[src/rtl/kronos_md_seq.sv]
// kronos_md_seq: multi-cycle MUL / DIVU / REMU sequencer.
// Has no adder of its own. Every add, subtract and compare goes through the
// core's shared ALU over a request/grant port; this block only keeps the
// iteration state between steps.
module kronos_md_seq #(
  parameter bit MUL_SKIP = 1'b1
) (
  input  logic        clk,
  input  logic        rstz,
  input  logic        kill,
  input  logic        req_valid,
  output logic        req_ready,
  input  logic [1:0]  req_op,
  input  logic [31:0] req_op1,
  input  logic [31:0] req_op2,
  output logic        rsp_valid,
  input  logic        rsp_ready,
  output logic [31:0] rsp_data,
  output logic        alu_req,
  input  logic        alu_gnt,
  output logic [31:0] alu_op1,
  output logic [31:0] alu_op2,
  output logic [3:0]  alu_aluop,
  input  logic [31:0] alu_result
);

  localparam logic [2:0] IDLE = 3'd0;
  localparam logic [2:0] MUL  = 3'd1;
  localparam logic [2:0] DCMP = 3'd2;
  localparam logic [2:0] DSUB = 3'd3;
  localparam logic [2:0] DONE = 3'd4;

  // Encodings of the shared ALU's operation select.
  localparam logic [3:0] ADD  = 4'b0000;
  localparam logic [3:0] SUB  = 4'b1000;
  localparam logic [3:0] SLTU = 4'b0011;

  logic [2:0]  state_q, state_d;
  logic [4:0]  cnt_q, cnt_d;
  logic [31:0] acc_q, acc_d;
  logic [31:0] mcand_q, mcand_d;
  logic [31:0] mplier_q, mplier_d;
  logic [31:0] rem_q, rem_d;
  logic [31:0] quo_q, quo_d;
  logic [31:0] divisor_q, divisor_d;
  logic        hibit_q, hibit_d;
  logic        is_rem_q, is_rem_d;
  logic [31:0] result_q, result_d;

  logic        mul_alu;
  logic        iter_end;
  logic        ge;
  logic [31:0] acc_t, rem_t, quo_t;

  // With skipping enabled, only steps that actually add need the ALU.
  assign mul_alu = !MUL_SKIP || mplier_q[0];

  // Handshake outputs; a kill cycle neither accepts nor offers a result.
  always_comb begin
    req_ready = (state_q == IDLE) && !kill;
    rsp_valid = (state_q == DONE) && !kill;
    rsp_data  = result_q;
  end

  // ALU request and operands, driven from registered state only so they
  // hold still across ungranted cycles.
  always_comb begin
    alu_req   = 1'b0;
    alu_op1   = 32'd0;
    alu_op2   = 32'd0;
    alu_aluop = ADD;
    if (!kill) begin
      case (state_q)
        MUL: begin
          if (mul_alu) begin
            alu_req = 1'b1;
            alu_op1 = acc_q;
            alu_op2 = mcand_q;
          end
        end
        DCMP: begin
          alu_req   = 1'b1;
          alu_op1   = rem_q;
          alu_op2   = divisor_q;
          alu_aluop = SLTU;
        end
        DSUB: begin
          alu_req   = 1'b1;
          alu_op1   = rem_q;
          alu_op2   = divisor_q;
          alu_aluop = SUB;
        end
        default: ;
      endcase
    end
  end

  // Sequencer next-state logic.
  always_comb begin
    state_d   = state_q;
    cnt_d     = cnt_q;
    acc_d     = acc_q;
    mcand_d   = mcand_q;
    mplier_d  = mplier_q;
    rem_d     = rem_q;
    quo_d     = quo_q;
    divisor_d = divisor_q;
    hibit_d   = hibit_q;
    is_rem_d  = is_rem_q;
    result_d  = result_q;
    iter_end  = 1'b0;
    ge        = hibit_q | ~alu_result[0];
    acc_t     = mplier_q[0] ? alu_result : acc_q;
    rem_t     = rem_q;
    quo_t     = quo_q;

    if (kill) begin
      state_d = IDLE;
    end else begin
      case (state_q)
        IDLE: begin
          if (req_valid) begin
            cnt_d    = 5'd0;
            is_rem_d = (req_op == 2'b11);
            if (!req_op[1]) begin
              state_d  = MUL;
              acc_d    = 32'd0;
              mcand_d  = req_op1;
              mplier_d = req_op2;
            end else if (req_op2 == 32'd0) begin
              state_d  = DONE;
              result_d = req_op[0] ? req_op1 : 32'hFFFF_FFFF;
            end else begin
              // First iteration shift folded into the accept.
              state_d   = DCMP;
              divisor_d = req_op2;
              hibit_d   = 1'b0;
              rem_d     = {31'd0, req_op1[31]};
              quo_d     = {req_op1[30:0], 1'b0};
            end
          end
        end
        MUL: begin
          if (MUL_SKIP && (mplier_q == 32'd0)) begin
            state_d  = DONE;
            result_d = acc_q;
          end else if (alu_gnt || !mul_alu) begin
            acc_d    = acc_t;
            mcand_d  = {mcand_q[30:0], 1'b0};
            mplier_d = {1'b0, mplier_q[31:1]};
            cnt_d    = cnt_q + 5'd1;
            if ((cnt_q == 5'd31) || (MUL_SKIP && (mplier_q[31:1] == 31'd0))) begin
              state_d  = DONE;
              result_d = acc_t;
            end
          end
        end
        DCMP: begin
          if (alu_gnt) begin
            if (ge) state_d = DSUB;
            else    iter_end = 1'b1;
          end
        end
        DSUB: begin
          if (alu_gnt) begin
            // Shifted remainder is below twice the divisor, so 32 bits suffice.
            rem_t    = alu_result;
            quo_t    = {quo_q[31:1], 1'b1};
            iter_end = 1'b1;
          end
        end
        DONE: begin
          if (rsp_ready) state_d = IDLE;
        end
        default: state_d = IDLE;
      endcase

      if (iter_end) begin
        cnt_d = cnt_q + 5'd1;
        if (cnt_q == 5'd31) begin
          state_d  = DONE;
          rem_d    = rem_t;
          quo_d    = quo_t;
          result_d = is_rem_q ? rem_t : quo_t;
        end else begin
          state_d          = DCMP;
          {hibit_d, rem_d} = {rem_t, quo_t[31]};
          quo_d            = {quo_t[30:0], 1'b0};
        end
      end
    end
  end

  // State registers with asynchronous active-low reset.
  always_ff @(posedge clk or negedge rstz) begin
    if (!rstz) begin
      state_q   <= IDLE;
      cnt_q     <= 5'd0;
      acc_q     <= 32'd0;
      mcand_q   <= 32'd0;
      mplier_q  <= 32'd0;
      rem_q     <= 32'd0;
      quo_q     <= 32'd0;
      divisor_q <= 32'd0;
      hibit_q   <= 1'b0;
      is_rem_q  <= 1'b0;
      result_q  <= 32'd0;
    end else begin
      state_q   <= state_d;
      cnt_q     <= cnt_d;
      acc_q     <= acc_d;
      mcand_q   <= mcand_d;
      mplier_q  <= mplier_d;
      rem_q     <= rem_d;
      quo_q     <= quo_d;
      divisor_q <= divisor_d;
      hibit_q   <= hibit_d;
      is_rem_q  <= is_rem_d;
      result_q  <= result_d;
    end
  end

endmodule

[config.mk]
export PLATFORM = sky130hd
export DESIGN_NAME = kronos_md_seq
export DESIGN_NICKNAME = d
export VERILOG_FILES = /design/src/rtl/kronos_md_seq.sv
export SDC_FILE = /design/constraint.sdc
export NUM_CORES = 1
export LEC_CHECK = 0
export CAP_MARGIN = 20
export CELL_PAD_IN_SITES_DETAIL_PLACEMENT = 0
export CELL_PAD_IN_SITES_GLOBAL_PLACEMENT = 1
export CORE_ASPECT_RATIO = 1.75
export CORE_UTILIZATION = 35
export DETAILED_ROUTE_END_ITERATION = 10
export MAX_ROUTING_LAYER = met4
export PLACE_DENSITY_LB_ADDON = 0.1
export SYNTH_ARGS = -nofsm -noshare
export SYNTH_HDL_FRONTEND = slang
export SYNTH_SLANG_ARGS = --single-unit
[constraint.sdc]
create_clock -name clk -period 3.6 [get_ports clk]
set_input_delay 0.72 -clock clk [delete_from_list [all_inputs] [get_ports clk]]
set_output_delay 0.72 -clock clk [all_outputs]
set_load 0.03 [all_outputs]
; ---- Yosys cells after proc, flatten, opt, wreduce, memory -nomap -nowiden
; Cells that the tools add are included.
; Widths: inputs -> output; s select.
[classes]
add_sub_neg = 1
mul = 0
div = 0
order_cmp = 0
eq_ne = 21
shifts = 0
mux = 83
bitwise_logic = 4
n_reduce_logical = 22
[ops]
columns = op, n
row1 = $mux 32, 41
row2 = $pmux 32 s2, 6
row3 = $logic_not 32->1, 2
row4 = $mux 3, 12
row5 = $logic_not 31->1, 1
row6 = $mux 5, 4
row7 = $pmux 3 s5, 1
row8 = $reduce_and 5->1, 3
row9 = $mux 1, 14
row10 = $ne 5x5->1 const B, 2
row11 = $pmux 5 s2, 1
row12 = $ne 3x3->1 const B, 3
row13 = $ne 2x2->1 const B, 4
row14 = $ne 4x3->1 const B, 2
row15 = $ne 4x4->1 const B, 2
row16 = $pmux 4 s2, 1
row17 = $reduce_bool 2->1, 4
row18 = $reduce_and 7->1, 1
row19 = $eq 3x2->1 const B, 2
row20 = $reduce_and 6->1, 1
row21 = $add 5x1->5 const B, 1
row22 = $eq 5x5->1 const B, 1
row23 = $mux 4, 1
row24 = $pmux 1 s2, 2
row25 = 14 further kinds, 19
[totals]
ff_bits = 234
latchBits = 0
ramBits = 0
mem_bits_ro = 0
input_bits = 104
wordCells = 142
mem_count = 0

; ---- Depth between registers and ports, before layout
; Gate-level depths: netlist (run 1).
[depth]
ltp_word = 8
depth_mapped = 10
ltp_nobuf = 8

; ---- Least setup slack after synthesis (run 1)
; OpenSTA, ideal clock, no wires.
[synth_path]
path_type = input -> output
startpoint = input port kill
endpoint = output port alu_aluop[1]
arrival_time_ns = 2.590
required_ns = 2.880
setup_slack_ns = 0.290
stages = 5
path_buffers = 4
cell_sequence = clkbuf_1 -> clkbuf_1 -> clkbuf_1 -> nor4_1 -> buf_4
[synth_via]
elab_chain_cells = 1
[synth_lines]
columns = item, line_no
row1 = "start, declared", 10  ; input logic kill,
row2 = $mux 4, 72  ; if (!kill) begin
row3 = "end, declared", 23  ; output logic [3:0] alu_aluop,
; Every way passes these cells.

; ---- Worst setup path in the final report (run 1)
[layout_path]
startpoint = register state_q[2]
endpoint = output port alu_op1[10]
[layout_via]
elab_chain_cells = 4
word_cells_on_any_way = 6
classes_between = 3 x eq/ne / 2 x mux / 1 x reduce/logical
[layout_lines]
columns = item, line_no
row1 = "start, declared", 38  ; logic [2:0] state_q, state_d;
row2 = "start signal, assigned", 209  ; state_q <= state_d;
row3 = $eq 3x2->1, 73  ; case (state_q)
row4 = $reduce_or 2->1 (no line), --
row5 = $pmux 32 s2 *, 73
row6 = $mux 32 *, 72
row7 = "end, declared", 21  ; output logic [31:0] alu_op1,
; Mark *: on every way between the ends. The rest lies on a longest branch, timed or not.

==> flow_summary.toml, run 1 <==
[outcome]
outcome = "finished clean"

[timing]
fmax_mhz = 296
setup_ws_ns = 0.225
fin_crit_sh_pct = 93.7
layout_min_cycle_time_ns = 3.37
relSlewSlack_pct = 47.0
slew_violations = 0
setup-violations-final = 0
hold_violations = 0
worstMarginPinSlew_ns = 0.795
rsz0062_at_grt = "no"
hold-worst-slack_ns = 0.124
fin_skew_ns = 0.00936
tns_ns = 0

[global_routing]
grt_antenna_before_repair = 1
grt_max_degree = 127
grt_pass1_vias = 13919
track_usage_pct = 27.9
grt-ovfl-total = 0
grt_pass1_wl_um = 87600

[worst_setup_path]
startpoint = "state_q[2]"
path_class = "register to output pin"
critPathCaptureType = "output pin"
start_kind = "register"
r2r_start = "mplier_q[28]"
critPathMaxFanout = 32
critical_path_required_ns = 2.88
rr_worst_depth = 7
crit_arrival_ns = 2.65

[clock_tree]
cts_tree = "yes"
cts-root-buf = "clkbuf_16"
cts_inserted_buffers = 26
clk_pin_slew_ns = 0.07
clk_latency_ns = 0.55
clk_path_buf_depth = 3
cts_hold_buf = 0
cts_htree_levels = 1
post_cts_buffers = 0
clock_sinks = 234

[floorplan]
fp.dieH_um = 271
core_sq_um = 40700
dieArea_sq_um = 42100
rows = 98
start_util_pct = 35.4
io_pins = 207
fp.dieW_um = 155

[routing]
drc = 0
firstDrtPassIters = 7
totalWireLength_um = 57000
drt-vias-per-instance = 5.99
initialDrtViolationCount = 1077
postRouteAntennaNets = 0
num_vias = 13873
wl_per_cell_um = 24.6

[logic_synthesis]
yosysSeqAreaShare_pct = 40.6
ys_seq_elements = 234
ys_types = 59
synth_compound_area_share_pct = 30.0
syn_area_sq_um = 14400
async_reset_ff_share_pct = 100
synth_xor_xnor_area_share_pct = 0
yosys.area_share.simple_pct = 15.1
synth_nets = 1737
synth_flop_cell = "dfrtp_1"
syn_inst = 1631
synth-edff-count = 0
synthMuxAreaShare_pct = 7.27
ys_warn_count = 0
synth_top_family_by_area = "compound AO/OA/AOI/OAI gates"
avgSynthCellArea_sq_um = 8.85
synth_fa_ha_area_share_pct = 0.173

[final_layout]
area_growth_pct = 25.7
layout.nets = 1851
final_common_cell = "dfrtp_1"
layout_common_cells = "dfrtp_1 (232), nand2_1 (189), nor2_1 (177), clkdlybuf4s50_1 (137), o21ai_0 (136)"
drive_above_1_share_pct = 13.4
final_core_util_pct = 44.6

[placement]
io_buffers = 205
finalWeightedCongestion = 0.839
pre_cts_slack_ns = 0.140
dp_hpwl_um = 36900

[power_and_ir_drop]
leakagePower_nw = 7.46
p_per_area_nw_per_um2 = 564
totalPowerFinal_mw = 10.2
ir_drop_v = 0.000305

[hold_path]
min_path_type = "input pin to async pin"

[flow_run]
cap_violations = 0
metrics by stage:
step           instance area [sq um]  instances
2_1_floorplan                  14400       1631
3_3_place_gp                   17300       2266
3_5_place_dp                   17300       2266
4_1_cts                        18100       2314
5_1_grt                        18100       2316
6_report                       18100       2316
what timing repair did:
action                     4_1_cts  5_1_grt
setup endpoints to repair        0        6
hold endpoints to repair         0        0
gates resized for setup          0        1
worst paths after layout:
| path | slack (ns) | end |
|---|---|---|
| setup / recovery | 0.23 | alu_op1[10] |
| max in group asynchronous | 2.46 | divisor_q[11] |
| hold reg to reg | 0.49 | divisor_q[17] |
| min in group clk | 0.49 | divisor_q[17] |
| hold / removal | 0.12 | divisor_q[25] |
| setup reg to reg | 0.83 | mcand_q[5] |
sequential cells by signal, indices dropped and copies added, names as in the netlist:
signal	cells
cnt_q	5
divisor_q	32
is_rem_q	1
mcand_q	32
state_q	3
hibit_q	1
acc_q	32
quo_q	32
rem_q	32
rsp_data	32
mplier_q	32
power by group:
part	total (mW)	internal (mW)	switching (mW)
sequential	4.13	3.43	0.698
combinational	3.36	1.35	2.01
clock	2.75	1.56	1.18
total	10.2	6.34	3.89
cell families (layout without fill, tap and decap cells):
family          after synthesis  after routing
compound gates              582            582
simple gates                497            497
flops                       234            234
buf+inv                     218            352
mux                          97             97
fa+ha+maj                     2              2
other cells                   1              2
synthesized netlist by cell type (17+ instances only):
master	number	share of area [%]
a2111oi_0	33	2.0
a21o_1	33	1.7
a222oi_1	31	2.2
a22o_1	33	2.0
a22oi_1	66	3.4
a2bb2oi_1	48	2.9
a31oi_1	54	2.3
buf_2	25	0.87
clkbuf_1	116	3.0
dfrtp_1	234	41
inv_1	42	1.1
mux2i_1	65	4.5
nand2_1	190	4.9
nor2_1	179	4.7
nor2b_1	33	1.4
nor3_1	17	0.59
nor4_1	18	0.78
o211ai_1	20	1.0
o21ai_0	136	4.7
o22ai_1	51	2.2
o2bb2ai_1	20	1.2
or3_1	30	1.3
critical path: stages (launching register included):
cell and delay, ns:
dfrtp_1 0.59, nor2b_4 0.33, buf_4 0.52, a22oi_1 0.27, nor2_1 0.23, buf_12 0.15
area by class of cell:
class	instances	area [sq um]
fill	4121	22600
multi-input combinational	1179	7650
sequential	234	5860
timing repair buffer	262	2920
clock buffer	37	773
tap	550	688
inverter	42	158
clock inverter	11	83.8
antenna	1	2.50
per-layer routing:
metal / global-route usage [%] / vias to the layer above / wire length [um]
li1: - / 6299 / -
met2: 46.8 / 526 / 28600
met4: 9.44 / 0 / 1710
met5: - / - / 0
met1: 34.7 / 6942 / 23500
met3: 2.95 / 106 / 3170
No activity file was read; power rests on OpenSTA's default activity.
==> run 2, diff against run 1 <==
--- a/config.mk
+++ b/config.mk
@@ -10,6 +10,7 @@
 export CELL_PAD_IN_SITES_GLOBAL_PLACEMENT = 1
 export CORE_ASPECT_RATIO = 1.75
 export CORE_UTILIZATION = 35
+export CTS_CLUSTER_DIAMETER = 50
 export DETAILED_ROUTE_END_ITERATION = 10
 export MAX_ROUTING_LAYER = met4
 export PLACE_DENSITY_LB_ADDON = 0.1
==> constraint.sdc (replaced) <==
create_clock -name clk -period 4.3 [get_ports clk]
set_input_delay 0.86 -clock clk [delete_from_list [all_inputs] [get_ports clk]]
set_output_delay 0.86 -clock clk [all_outputs]
set_load 0.03 [all_outputs]
==> flow_summary.toml, run 2 (synthesis gave the netlist of run 1 again) <==
[timing]
worstMarginPinSlew_ns = 1.10
fin_skew_ns = 0.0212
slew_violations = 0
hold_violations = 0
fmax_mhz = 249
rsz0062_at_grt = "no"
tns_ns = 0
relSlewSlack_pct = 26.4
setup_ws_ns = 0.287
fin_crit_sh_pct = 93.3
setup-violations-final = 0
layout_min_cycle_time_ns = 4.01

[routing]
drc = 0
firstDrtPassIters = 7
num_vias = 13719
initialDrtViolationCount = 991
drt-vias-per-instance = 5.92
postRouteAntennaNets = 0
wl_per_cell_um = 24.6
totalWireLength_um = 57000

[global_routing]
grt_pass1_wl_um = 88100
grt-ovfl-total = 0
grt_max_degree = 109
track_usage_pct = 28.0
grt_antenna_before_repair = 1
grt_pass1_vias = 14040

[clock_tree]
cts_htree_levels = 1
clock_sinks = 234
cts-root-buf = "clkbuf_16"
cts_inserted_buffers = 30
post_cts_buffers = 0
clk_pin_slew_ns = 0.06
cts_hold_buf = 0
clk_latency_ns = 0.58
cts_tree = "yes"
clk_path_buf_depth = 3
cts-resized-gates = 0

[worst_setup_path]
critPathCaptureType = "output pin"
crit_arrival_ns = 3.15
r2r_start = "mplier_q[28]"
start_kind = "register"
crit_slowest_cell = "clkdlybuf4s50_1"
rr_worst_depth = 7
reg2reg_to = "mcand_q[2]"
crit_buf_inv = 2
path_class = "register to output pin"
crit_chain = "nor3b_4 -> and2_2 -> buf_12 -> a22oi_1 -> nor2_1 -> clkdlybuf4s50_1"
critPathMaxFanout = 23
slowest_delay_ns = 0.67
reg2reg_slack_ns = 1.16
critical_path_required_ns = 3.44
critical_path.top_delay_family = "simple AND/OR/NAND/NOR gates"

[final_layout]
final_common_cell = "dfrtp_1"
layout_common_cells = "dfrtp_1 (233), clkdlybuf4s50_1 (199), nand2_1 (188), nor2_1 (177), o21ai_0 (136)"
layout.nets = 1848
drive_above_1_share_pct = 10.1
fill_cells = 4092
area_growth_pct = 24.9

[flow_run]
cap_violations = 0

[power_and_ir_drop]
totalPowerFinal_mw = 9.00
p_per_area_nw_per_um2 = 500
ir_drop_v = 0.000313
leakagePower_nw = 7.28

[placement]
finalWeightedCongestion = 0.840
io_buffers = 205
pre_cts_slack_ns = 0.740
dp_hpwl_um = 37000

[floorplan]
start_util_pct = 35.4
core_sq_um = 40700
rows = 98
dieArea_sq_um = 42100
fp.dieH_um = 271
fp.dieW_um = 155
io_pins = 207

[hold_path]
min_path_type = "input pin to async pin"

[outcome]
outcome = "finished clean"
## run 2: cell count changes in the layout (fill, tap and decap cells not counted), sizes merged
| cell | delta |
|---|---|
| clkbuf | -3 |
| inv | +5 |
| clkinvlp | +3 |
| bufinv | +3 |
| clkdlybuf4s50 | +62 |
| buf | -69 |
## run 2: final cells by class
cell class              instances  area [sq um]  share of cell area (%)
diodes                          1          2.50                  0.0139
clock buffers                  34           807                    4.48
clock inverters                22           272                    1.51
inverters                      42           158                   0.875
multi-input cells            1179          7660                    42.5
flip-flops and latches        234          5860                    32.5
well taps                     550           688                    3.82
repair buffers                255          2580                    14.3
## run 2: how the worst max path moves through the flow
stage	start	endpoint	slack, ns	depth (start not counted)
finish	state_q[1]	alu_op1[30]	0.29	6
global placement	req_op2[0]	divisor_q[12]	0.74	8
CTS	state_q[1]	alu_op1[31]	0.25	6
global route	state_q[1]	alu_op1[30]	0.15	6
floorplan	kill	alu_aluop[1]	0.71	5
detailed placement	req_op2[25]	rsp_data[9]	0.74	8
## run 2: per-layer routing
metal  GRT usage (%)  routed length [um]  vias up
met5               -                   0        -
met3            2.88                3070      100
met1            34.8               23900     6842
met2            46.7               28200      498
li1                -                   -     6279
met4            9.86                1870        0
## run 2: per-stage QoR
step	hold slack, ns	std cells	util, %	cell area [sq um]
6_report	0.311	2317	44.3	18000
4_1_cts	0.362	2316	44.3	18000
5_1_grt	0.377	2317	44.3	18000
2_1_floorplan	0.456	1631	-	14400
3_5_place_dp	0.476	2260	41.6	16900
3_3_place_gp	0.467	2260	41.6	16900
## run 2: where the power goes
part / switching [mW] / internal [mW] / total, mW
combinational: 1.69 / 1.11 / 2.80
sequential: 0.582 / 2.87 / 3.45
clock: 1.13 / 1.62 / 2.75
==> run 3, diff against run 2 <==
--- a/config.mk
+++ b/config.mk
@@ -10,7 +10,7 @@
 export CELL_PAD_IN_SITES_GLOBAL_PLACEMENT = 1
 export CORE_ASPECT_RATIO = 1.75
 export CORE_UTILIZATION = 35
-export CTS_CLUSTER_DIAMETER = 50
+export CTS_CLUSTER_DIAMETER = 80
 export DETAILED_ROUTE_END_ITERATION = 10
 export MAX_ROUTING_LAYER = met4
 export PLACE_DENSITY_LB_ADDON = 0.1
==> flow_summary.toml, run 3 (synthesis gave the netlist of run 1 again) <==
[worst_setup_path]
crit_arrival_ns = 3.15
cp-endpoint = "alu_op1[31]"
rr_worst_depth = 7
r2r_start = "mplier_q[28]"
crit_buf_inv = 2
startpoint = "state_q[1]"
reg2reg_to = "mcand_q[3]"
reg2reg_slack_ns = 1.17
crit_chain = "nor3b_4 -> and2_2 -> buf_12 -> a22oi_1 -> nor2_1 -> clkdlybuf4s50_1"
critical_path_required_ns = 3.44
crit_cells = 6
critPathCaptureType = "output pin"
crit_slowest_cell = "clkdlybuf4s50_1"
critical_path.top_delay_family = "simple AND/OR/NAND/NOR gates"
critPathMaxFanout = 23
start_kind = "register"
slowest_delay_ns = 0.68
path_class = "register to output pin"

[routing]
drt-vias-per-instance = 5.96
drc = 0
totalWireLength_um = 56900
wl_per_cell_um = 24.7
postRouteAntennaNets = 0
initialDrtViolationCount = 1010
firstDrtPassIters = 7
num_vias = 13742

[timing]
fmax_mhz = 250
fin_crit_sh_pct = 93.1
setup-violations-final = 0
relSlewSlack_pct = 24.7
layout_min_cycle_time_ns = 4.01
hold-worst-slack_ns = 0.339
fin_skew_ns = 0.0200
tns_ns = 0
rsz0062_at_grt = "no"
hold_violations = 0
worstMarginPinSlew_ns = 1.13
slew_violations = 0

[power_and_ir_drop]
ir_drop_v = 0.000225
leakagePower_nw = 7.17
totalPowerFinal_mw = 8.56
p_per_area_nw_per_um2 = 481

[placement]
io_buffers = 205
finalWeightedCongestion = 0.840
dp_hpwl_um = 37000

[final_layout]
final_common_cell = "dfrtp_1"
area_growth_pct = 23.3
drive_above_1_share_pct = 9.52
layout.nets = 1843
layout_common_cells = "dfrtp_1 (233), clkdlybuf4s50_1 (199), nand2_1 (188), nor2_1 (177), o21ai_0 (136)"

[clock_tree]
cts_inserted_buffers = 25
cts-resized-gates = 0
cts_tree = "yes"
clk_latency_ns = 0.56
clk_pin_slew_ns = 0.07
clk_path_buf_depth = 3
cts_hold_buf = 0
cts-root-buf = "clkbuf_16"
post_cts_buffers = 0
clock_sinks = 234
cts_htree_levels = 1

[floorplan]
dieArea_sq_um = 42100
io_pins = 207
core_sq_um = 40700
start_util_pct = 35.4
fp.dieW_um = 155
fp.dieH_um = 271
rows = 98

[flow_run]
cap_violations = 0

[global_routing]
grt-ovfl-total = 0
track_usage_pct = 27.9
grt_antenna_before_repair = 1
grt_max_degree = 109
grt_pass1_vias = 13980
grt_pass1_wl_um = 87700

[outcome]
outcome = "finished clean"

[hold_path]
min_path_type = "input pin to async pin"
==> run 3: changes by cell type in the layout (fill, tap and decap cells not counted) <==
| cell | delta |
|---|---|
| bufinv_16 | -1 |
| clkbuf_1 | -1 |
| clkbuf_16 | -6 |
| clkbuf_8 | +2 |
| clkinv_2 | +4 |
| clkinv_4 | -7 |
| clkinvlp_4 | +1 |
| inv_6 | -2 |
| inv_8 | -2 |
==> run 3: how the worst min path moves through the flow <==
stage / to / slack (ns) / cells after the start
floorplan: cnt_q[4] / 0.46 / 2
global placement: divisor_q[21] / 0.47 / 1
detailed placement: divisor_q[21] / 0.48 / 1
CTS: mplier_q[26] / 0.40 / 1
global route: mplier_q[26] / 0.41 / 1
finish: mplier_q[26] / 0.34 / 1
==> run 3: layout make-up <==
type | count | area (sq um)
well taps | 550 | 688
flip-flops and latches | 234 | 5860
multi-input cells | 1179 | 7660
clock inverters | 15 | 168
inverters | 42 | 158
repair buffers | 255 | 2580
diodes | 1 | 2.50
fillers | 4104 | 22900
clock buffers | 29 | 681
==> run 3: power by group <==
group / switching [mW] / total [mW] / internal [mW]
clock: 0.997 / 2.31 / 1.32
combinational: 1.69 / 2.80 / 1.11
sequential: 0.582 / 3.45 / 2.87
total: 3.27 / 8.56 / 5.29
==> run 3: per-layer routing <==
layer,global-route usage (%),share of wire [%],up-vias
met2,46.7,50,518
met5,-,0,-
met4,10.1,3.4,0
met1,34.7,42,6850
li1,-,-,6267
met3,2.69,5.2,107
==> run 3: per-stage QoR <==
stage | utilization (%) | std cells | area (sq um) | setup slack, ns
6_report | 43.7 | 2305 | 17800 | 0.295
4_1_cts | 43.7 | 2304 | 17800 | 0.261
5_1_grt | 43.7 | 2305 | 17800 | 0.160
3_3_place_gp | 41.6 | 2260 | 16900 | 0.739
3_5_place_dp | 41.6 | 2260 | 16900 | 0.740
2_1_floorplan | - | 1631 | 14400 | 0.710
